## config.mk

```make
export PLATFORM = sky130hd
export DESIGN_NAME = mole_scheduler
export DESIGN_NICKNAME = d
export VERILOG_FILES = /design/src/rtl/mole_pkg.sv /design/src/rtl/mole_window_timer.sv /design/src/rtl/mole_scheduler.sv
export SDC_FILE = /design/constraint.sdc
export NUM_CORES = 1
export LEC_CHECK = 0
export ABC_AREA = 1
export CORE_MARGIN = 3
export CORE_UTILIZATION = 45
export CTS_BUF_LIST = sky130_fd_sc_hd__clkbuf_8 sky130_fd_sc_hd__clkbuf_16
export DETAILED_ROUTE_END_ITERATION = 12
export PLACE_DENSITY = 0.77
export SYNTH_ARGS = -nofsm -noshare
export SYNTH_HDL_FRONTEND = slang
export SYNTH_SLANG_ARGS = --single-unit
```

## constraint.sdc

```tcl
create_clock -name clock_i -period 1.6 [get_ports clock_i]
set_input_delay 0.32 -clock clock_i [delete_from_list [all_inputs] [get_ports clock_i]]
set_output_delay 0.32 -clock clock_i [all_outputs]
set_load 0.05 [all_outputs]
```

## src/rtl/mole_pkg.sv

```systemverilog
// mole_pkg: shared state encoding and field widths for the whack-a-mole round sequencer.
package mole_pkg;
  localparam int ADDR_W = 4;
  localparam int POS_W = 4;
  localparam int SCORE_W = 8;
  typedef enum logic [2:0] {IDLE, FILL, LOAD, SHOW, ADV, DONE} state_e;
endpackage

```

## src/rtl/mole_window_timer.sv

```systemverilog
// mole_window_timer: counts cycles a mole is up and flags the last one.
// Build option SPEEDUP_EN: the limit shrinks by WINDOW>>4 per correct hit, floored at MIN_WINDOW.
module mole_window_timer #(
  parameter int WINDOW = 50000000,
  parameter int MIN_WINDOW = 12500000
) (
  input  logic clk_i,
  input  logic rst_ni,
  input  logic clear_i,
  input  logic load_i,
  input  logic en_i,
  input  logic shrink_i,
  output logic expire_o
);
  localparam int CW = $clog2(WINDOW + 1);
  logic [CW-1:0] cnt_q, limit;
  always_ff @(posedge clk_i) begin
    if (!rst_ni || load_i) cnt_q <= '0;
    else if (en_i) cnt_q <= cnt_q + 1'b1;
  end
  assign expire_o = en_i && cnt_q == limit - 1'b1;
`ifdef SPEEDUP_EN
  localparam logic [CW-1:0] WIN = CW'(WINDOW);
  localparam logic [CW-1:0] FLOOR = CW'(MIN_WINDOW);
  localparam logic [CW-1:0] STEP = CW'(WINDOW >> 4);
  logic [CW-1:0] limit_q;
  always_ff @(posedge clk_i) begin
    if (!rst_ni || clear_i) limit_q <= WIN;
    else if (shrink_i) limit_q <= limit_q < FLOOR + STEP ? FLOOR : limit_q - STEP;
  end
  assign limit = limit_q;
`else
  logic unused_ok;
  assign unused_ok = clear_i | shrink_i;
  assign limit = CW'(WINDOW);
`endif
endmodule

```

## src/rtl/mole_scheduler.sv

```systemverilog
// mole_scheduler: fills the pseudo_rng store, then replays it as timed mole windows and scores hits.
// Build option SPEEDUP_EN (handled in mole_window_timer): window shrinks on every correct hit.
module mole_scheduler
  import mole_pkg::*;
#(
  parameter int DEPTH = 16,
  parameter int POS_COUNT = 6,
  parameter int GEN_GAP = 7,
  parameter int RD_LAT = 2,
  parameter int WINDOW = 50000000,
  parameter int MIN_WINDOW = 12500000
) (
  input  logic               clock_i,
  input  logic               reset_i,
  input  logic               start_i,
  input  logic               hit_valid_i,
  input  logic [POS_W-1:0]   hit_pos_i,
  input  logic [POS_W-1:0]   rng_data_i,
  output logic               rng_generate_o,
  output logic [ADDR_W-1:0]  rng_address_o,
  output logic               mole_valid_o,
  output logic [POS_W-1:0]   mole_pos_o,
  output logic               hit_ok_o,
  output logic               miss_o,
  output logic [SCORE_W-1:0] score_o,
  output logic               busy_o,
  output logic               round_done_o
);
  localparam int PH_MAX = GEN_GAP > RD_LAT ? GEN_GAP : RD_LAT;
  localparam int PW = $clog2(PH_MAX + 1);
  localparam logic [ADDR_W-1:0] LAST = ADDR_W'(DEPTH - 1);
  localparam logic [PW-1:0] GAP_END = PW'(GEN_GAP);
  localparam logic [PW-1:0] LAT_END = PW'(RD_LAT);
  localparam logic [POS_W-1:0] POS_LIM = POS_W'(POS_COUNT);
  state_e state_q, state_d;
  logic [ADDR_W-1:0] idx_q, idx_d;
  logic [PW-1:0] ph_q, ph_d;
  logic [POS_W-1:0] pos_q, pos_d;
  logic [SCORE_W-1:0] score_q, score_d;
  logic hit_ok_q, hit_ok_d, miss_q, miss_d;
  logic restart, tmr_load, expire;
  assign restart = start_i && (state_q == IDLE || state_q == DONE);
  // ph_q paces the generate strobe in FILL and the read latency in LOAD
  always_comb begin
    state_d = state_q;
    idx_d = idx_q;
    ph_d = ph_q;
    pos_d = pos_q;
    score_d = score_q;
    hit_ok_d = 1'b0;
    miss_d = 1'b0;
    tmr_load = 1'b0;
    case (state_q)
      IDLE, DONE: begin
        if (restart) begin
          state_d = FILL;
          idx_d = '0;
          ph_d = '0;
          score_d = '0;
        end
      end
      FILL: begin
        ph_d = ph_q == GAP_END ? '0 : ph_q + 1'b1;
        if (ph_q == GAP_END) begin
          state_d = idx_q == LAST ? LOAD : FILL;
          idx_d = idx_q == LAST ? '0 : idx_q + 1'b1;
        end
      end
      LOAD: begin
        ph_d = ph_q == LAT_END ? '0 : ph_q + 1'b1;
        if (ph_q == LAT_END) begin
          state_d = rng_data_i < POS_LIM ? SHOW : ADV;
          pos_d = rng_data_i;
          tmr_load = 1'b1;
        end
      end
      SHOW: begin
        hit_ok_d = hit_valid_i && hit_pos_i == pos_q;
        miss_d = !hit_ok_d && (hit_valid_i || expire);
        score_d = hit_ok_d && score_q != '1 ? score_q + 1'b1 : score_q;
        state_d = hit_ok_d || expire ? ADV : SHOW;
      end
      ADV: begin
        state_d = idx_q == LAST ? DONE : LOAD;
        idx_d = idx_q == LAST ? idx_q : idx_q + 1'b1;
      end
      default: state_d = IDLE;
    endcase
  end
  always_ff @(posedge clock_i) begin
    if (!reset_i) begin
      state_q <= IDLE;
      idx_q <= '0;
      ph_q <= '0;
      pos_q <= '0;
      score_q <= '0;
      hit_ok_q <= 1'b0;
      miss_q <= 1'b0;
    end else begin
      state_q <= state_d;
      idx_q <= idx_d;
      ph_q <= ph_d;
      pos_q <= pos_d;
      score_q <= score_d;
      hit_ok_q <= hit_ok_d;
      miss_q <= miss_d;
    end
  end
  mole_window_timer #(
    .WINDOW(WINDOW),
    .MIN_WINDOW(MIN_WINDOW)
  ) u_timer (
    .clk_i(clock_i),
    .rst_ni(reset_i),
    .clear_i(restart),
    .load_i(tmr_load),
    .en_i(state_q == SHOW),
    .shrink_i(hit_ok_d),
    .expire_o(expire)
  );
  assign rng_generate_o = state_q == FILL && ph_q == '0;
  assign rng_address_o = idx_q;
  assign mole_valid_o = state_q == SHOW;
  assign mole_pos_o = mole_valid_o ? pos_q : '0;
  assign hit_ok_o = hit_ok_q;
  assign miss_o = miss_q;
  assign score_o = score_q;
  assign busy_o = !(state_q == IDLE || state_q == DONE);
  assign round_done_o = state_q == DONE;
endmodule
```

After elaboration in Yosys (flattened, before gate mapping)
Cells that the tools add are included.

Bits in registers: 50. Output and inout bits: 22. Logic and storage cells: 77.

Add/sub/neg operators: 4. Order comparisons: 1. Equality and inequality tests: 16. Mux-type cells: 23. Reduce and logical (&&, ||, !) cells: 25.

Operators with widths (number): $mux W3 (9); $add A26 B1 Y26 const B (1); $eq A26 B26 Y1 const B (1); $mux W4 (5); $mux W8 (2); $pmux W8 S2 (1); $pmux W3 S5 (1); $pmux W4 S3 (1); $eq A3 B2 Y1 const B (3); $eq A3 B3 Y1 const B (3); $pmux W3 S3 (1); $add A8 B1 Y8 const B (1); $ne A2 B2 Y1 const B (4); $ne A8 B8 Y1 const B (1); $logic_and A1 B1 Y1 (6); $logic_not A3 Y1 (2); $reduce_and A2 Y1 (3); $reduce_and A3 Y1 (2); $reduce_bool A3 Y1 (2); $add A4 B1 Y4 const B (1); $eq A4 B4 Y1 (1); $eq A4 B4 Y1 const B (1); $logic_or A1 B1 Y1 (4); $lt A4 B3 Y1 const B (1); 9 further kinds (12).

Longest topological paths before layout
Depth after elaboration: 5. Mapped depth: 11. Depth with buffers taken out: 11.

By module
From an unflattened synthesis, not the netlist that was laid out.

Cells, all modules: 448. Area total of the unflattened synthesis: 3014.1 sq um.

By module, submodules not included: mole_scheduler (times used 1, cells an instance 230, area an instance 1546.5 sq um, seq. area each 480.5 sq um); mole_window_timer (times used 1, cells an instance 218, area an instance 1467.7 sq um, seq. area each 520.5 sq um).

Least setup slack after synthesis
OpenSTA, ideal clock, no wires.

Kind: reg-to-reg. Start point: reg score_q[0], in the netlist score_o[0]. End point: reg score_q[5], in the netlist score_o[5]. Setup time: 70 ps. Arrival: 1760 ps. Path slack: -231 ps. Stages on the path, launching flop included: 10. Path buffers: 0. Clock period less this slack: 1831 ps. Cells stage by stage: dfxtp_1 > ha_1 > nand2_1 > inv_1 > nand4_1 > nand4_1 > nand2_1 > nand2_4 > nand2_1 > a21oi_1.

Longest elaborated chain between the ends: 4.

Ends and longest elaborated chain: start, declared (line mole_scheduler.sv:39) `logic [SCORE_W-1:0] score_q, score_d;`; start signal, assigned (line mole_scheduler.sv:104) `score_q <= score_d;`; parallel branches: the longest is 4 deep, another holds $add A8 B1 Y8.

Several ways; the timed one is not identified. The select of a mux whose other input is x is not followed. A chain may end at the register's enable or synchronous reset.

Worst setup path after layout
Start point: reg state_q[1]. End point: reg u_timer.cnt_q[16].

Longest elaborated chain between the ends: 3.

Ends and longest elaborated chain: start, declared (line mole_scheduler.sv:35) `state_e state_q, state_d;`; start signal, assigned (line mole_scheduler.sv:100) `state_q <= state_d;`; $eq A3 B2 Y1 (line mole_scheduler.sv:53) `case (state_q)`; $mux W1 (line mole_scheduler.sv:53); $logic_or A1 B1 Y1 (line mole_window_timer.sv:18) `if (!rst_ni || load_i) cnt_q <= '0;`; end signal, assigned (line mole_window_timer.sv:19) `else if (en_i) cnt_q <= cnt_q + 1'b1;`; end, declared (line mole_window_timer.sv:16) `logic [CW-1:0] cnt_q, limit;`.

Several ways; a longest one is shown, not always the timed one.

==> flow_metrics.tcl <==
set metrics [dict create \
    status "finished, final reports clean" \
    hpwl_um 5140 \
    row_count 28 \
    worstSetupPathType "reg2reg" \
    grt_util_all_layers 0.192 \
    start_util 0.471 \
    r2r-start "state_q[1]" \
    synth_area_leaders "dfxtp_1 35%, nand2_1 12%, nor2_1 8.2%" \
    drv_cap 0 \
    synthMuxAreaShare 0 \
    fmax_mhz 625 \
    synth_edf_count 0 \
    vias 2915 \
    synth.avg_cell_area_um2 6.89 \
    tightest_slew_ns 0.391 \
    cts_tree "yes" \
    first_global_vias 2705 \
    drive_gt1_frac 0.303 \
    rsz0062_at_grt "true" \
    syn_area_um2 2840 \
    crit_path_max_incr_delay_ns 0.41 \
    synth_fa_ha_area_frac 0.0353 \
    detail_route.vias_per_cell 5.17 \
    pre_cts_slack_ns -0.239 \
    diodes 0 \
    drc 0 \
    synth-simple-area-share 0.383 \
    yosysTopAreaCellShare 0.353 \
    p_leak_nw 1.61 \
    clk_pin_slew_ns 0.10 \
    grt.overflow.total 0 \
    synth.distinct_cells 34 \
    synth_top_family_by_area "simple AND/OR/NAND/NOR gates" \
    die_w_um 85.4 \
    netlist_top_cells_count "92 x nand2_1, 62 x nor2_1, 50 x dfxtp_1" \
    setup_viol 0 \
    insertion_delay_ns 0.31 \
    syn_to_final_growth_pct 41.8 \
    start_kind "flip-flop" \
    hp-start "u_timer.cnt_q[6]" \
    utilization 0.668 \
    crit_slowest_cell "dfxtp_4" \
    clock-sinks 50 \
    path_buf_inv 1 \
    drt_iter0_markers 173 \
    synthCells 412 \
    min_period_over_period 1.00 \
    cts_buffer_depth 2 \
    cts-root-buf "clkbuf_8" \
    die-area_um2 7300 \
    grt_pass1_wl_um 11700 \
    path_delay_family "simple AND/OR/NAND/NOR gates" \
    async_reset_ff_frac 0 \
    setup-tns-final_ns 0 \
    clock_skew_ns 0.0148 \
    synthXorXnorAreaFrac 0.0494 \
    synth_fp_nets 432 \
    crit_start "state_q[1]" \
    ant_nets 0 \
    path_max_fanout 5 \
    slew_viol_final 0 \
    seq_area_frac_synth 0.353 \
    dr.pass1.iters 4 \
    power_w 0.00258 \
    wl_per_cell_um 13.3 \
    min_path_type "reg2reg" \
    antenna_found_initial 0 \
    routed_wl_um 7480 \
    min_period_ns 1.60 \
    vdd_drop_max_mv 0.395 \
    yosysTopAreaCell "dfxtp_1" \
    io_pins 34 \
    layout.nets 508 \
    cp.required_ns 1.79 \
    grt_max_degree 16 \
    critPathArrivalTime_ns 1.79 \
    cp_cell_sequence "nand2_2 > nor2_4 > nand2_4 > inv_4 > nand3b_4 > nor2_4 > nand2_2 > nor3_1 > nor3_1" \
    slew_headroom 0.737 \
    endpoint_kind "flip-flop" \
    synth_most_common_cell "nand2_1" \
    yosys_warnings 0 \
    ys_ff_latch 50 \
    setup_slack_ns 0.000670 \
    core_area_um2 6030 \
    hold_viol 0 \
    numCtsBuffers 5 \
    gp_congestion 0.873 \
    synth_compound_area_frac 0.106 \
    power_density_nw_per_um2 640 \
    cts_max_level 2 \
    die_h_um 85.4 \
    port_buffers 33 \
    synth_ff_type "dfxtp_1" \
]
## final cells by class
| type | instances | area, um2 |
|---|---|---|
| multi-input cells | 309 | 1780 |
| fillers | 484 | 2000 |
| well taps | 75 | 93.8 |
| flip-flops and latches | 50 | 1040 |
| inverters | 47 | 186 |
| clock buffers | 6 | 82.6 |
| clock inverters | 2 | 11.3 |
| repair buffers | 75 | 832 |
## routing by layer
layer	track usage	vias to the layer above	share of wire
li1	-	1486	-
met1	0.238	1350	0.43
met2	0.344	72	0.51
met3	0.0369	7	0.046
met4	0.0432	0	0.012
met5	0	-	0
## cell usage in the layout (no fill, tap or decap), types with 2 or more instances in the layout
cell and n:
a21oi_1 35, a31oi_1 2, buf_12 17, buf_4 44, clkbuf_8 6, clkdlybuf4s50_1 11
dfxtp_1 32, dfxtp_2 13, dfxtp_4 5, ha_1 6, ha_4 2, inv_1 39
inv_2 4, inv_4 5, nand2_1 88, nand2_2 8, nand2_4 2, nand3_1 22
nand3_2 3, nand3_4 3, nand3b_1 3, nand4_1 7, nor2_1 48, nor2_2 11
nor2_4 12, nor3_1 11, nor3_2 2, nor3_4 2, o21a_1 2, o21ai_0 15
o21ai_1 2, xnor2_1 3, xor2_1 13
## stage by stage
step | area [um2] | hold slack (ns) | cells
floorplan | 2860 | 0.443 | 412
global placement | 3550 | 0.454 | 535
detailed placement | 3550 | 0.466 | 535
CTS | 3750 | 0.480 | 548
global route | 4030 | 0.497 | 564
finish | 4030 | 0.466 | 564
## power breakdown
| part | internal [W] | switching [W] |
|---|---|---|
| combinational | 0.000201 | 0.000297 |
| clock | 0.000350 | 0.000434 |
| sequential | 0.00126 | 0.0000306 |
| total | 0.00181 | 0.000761 |
## state kept, by name (all words and copies together), names as in the netlist
| signal | cells |
|---|---|
| hit_ok_o | 1 |
| miss_o | 1 |
| ph_q | 3 |
| pos_q | 4 |
| rng_address_o | 4 |
| score_o | 8 |
| state_q | 3 |
| u_timer.cnt_q | 26 |
## what timing repair did
item / in CTS / in global routing
setup endpoints to repair: 28 / 40
hold buffers: 0 / 0
cloned: 0 / 1
pin swaps: 8 / 15
setup buffers: 6 / 15
gates resized for setup: 19 / 42
## cell families after synthesis
family / count (synthesis)
and+or+nand+nor: 227
AOI/OAI and AO/OA: 58
buffers and inverters: 53
DFF: 50
xor gates and xnor gates: 16
adders and majority gates: 8
## worst paths after layout
| kind | endpoint | cells past startpoint | slack, ns |
|---|---|---|---|
| hold / removal | u_timer.cnt_q[6] | 1 | 0.47 |
| hold reg to reg | u_timer.cnt_q[6] | 1 | 0.47 |
| setup reg to reg | u_timer.cnt_q[16] | 9 | 0.0007 |
| setup / recovery | u_timer.cnt_q[16] | 9 | 0.0007 |
Power figures use the tool's default switching activity.
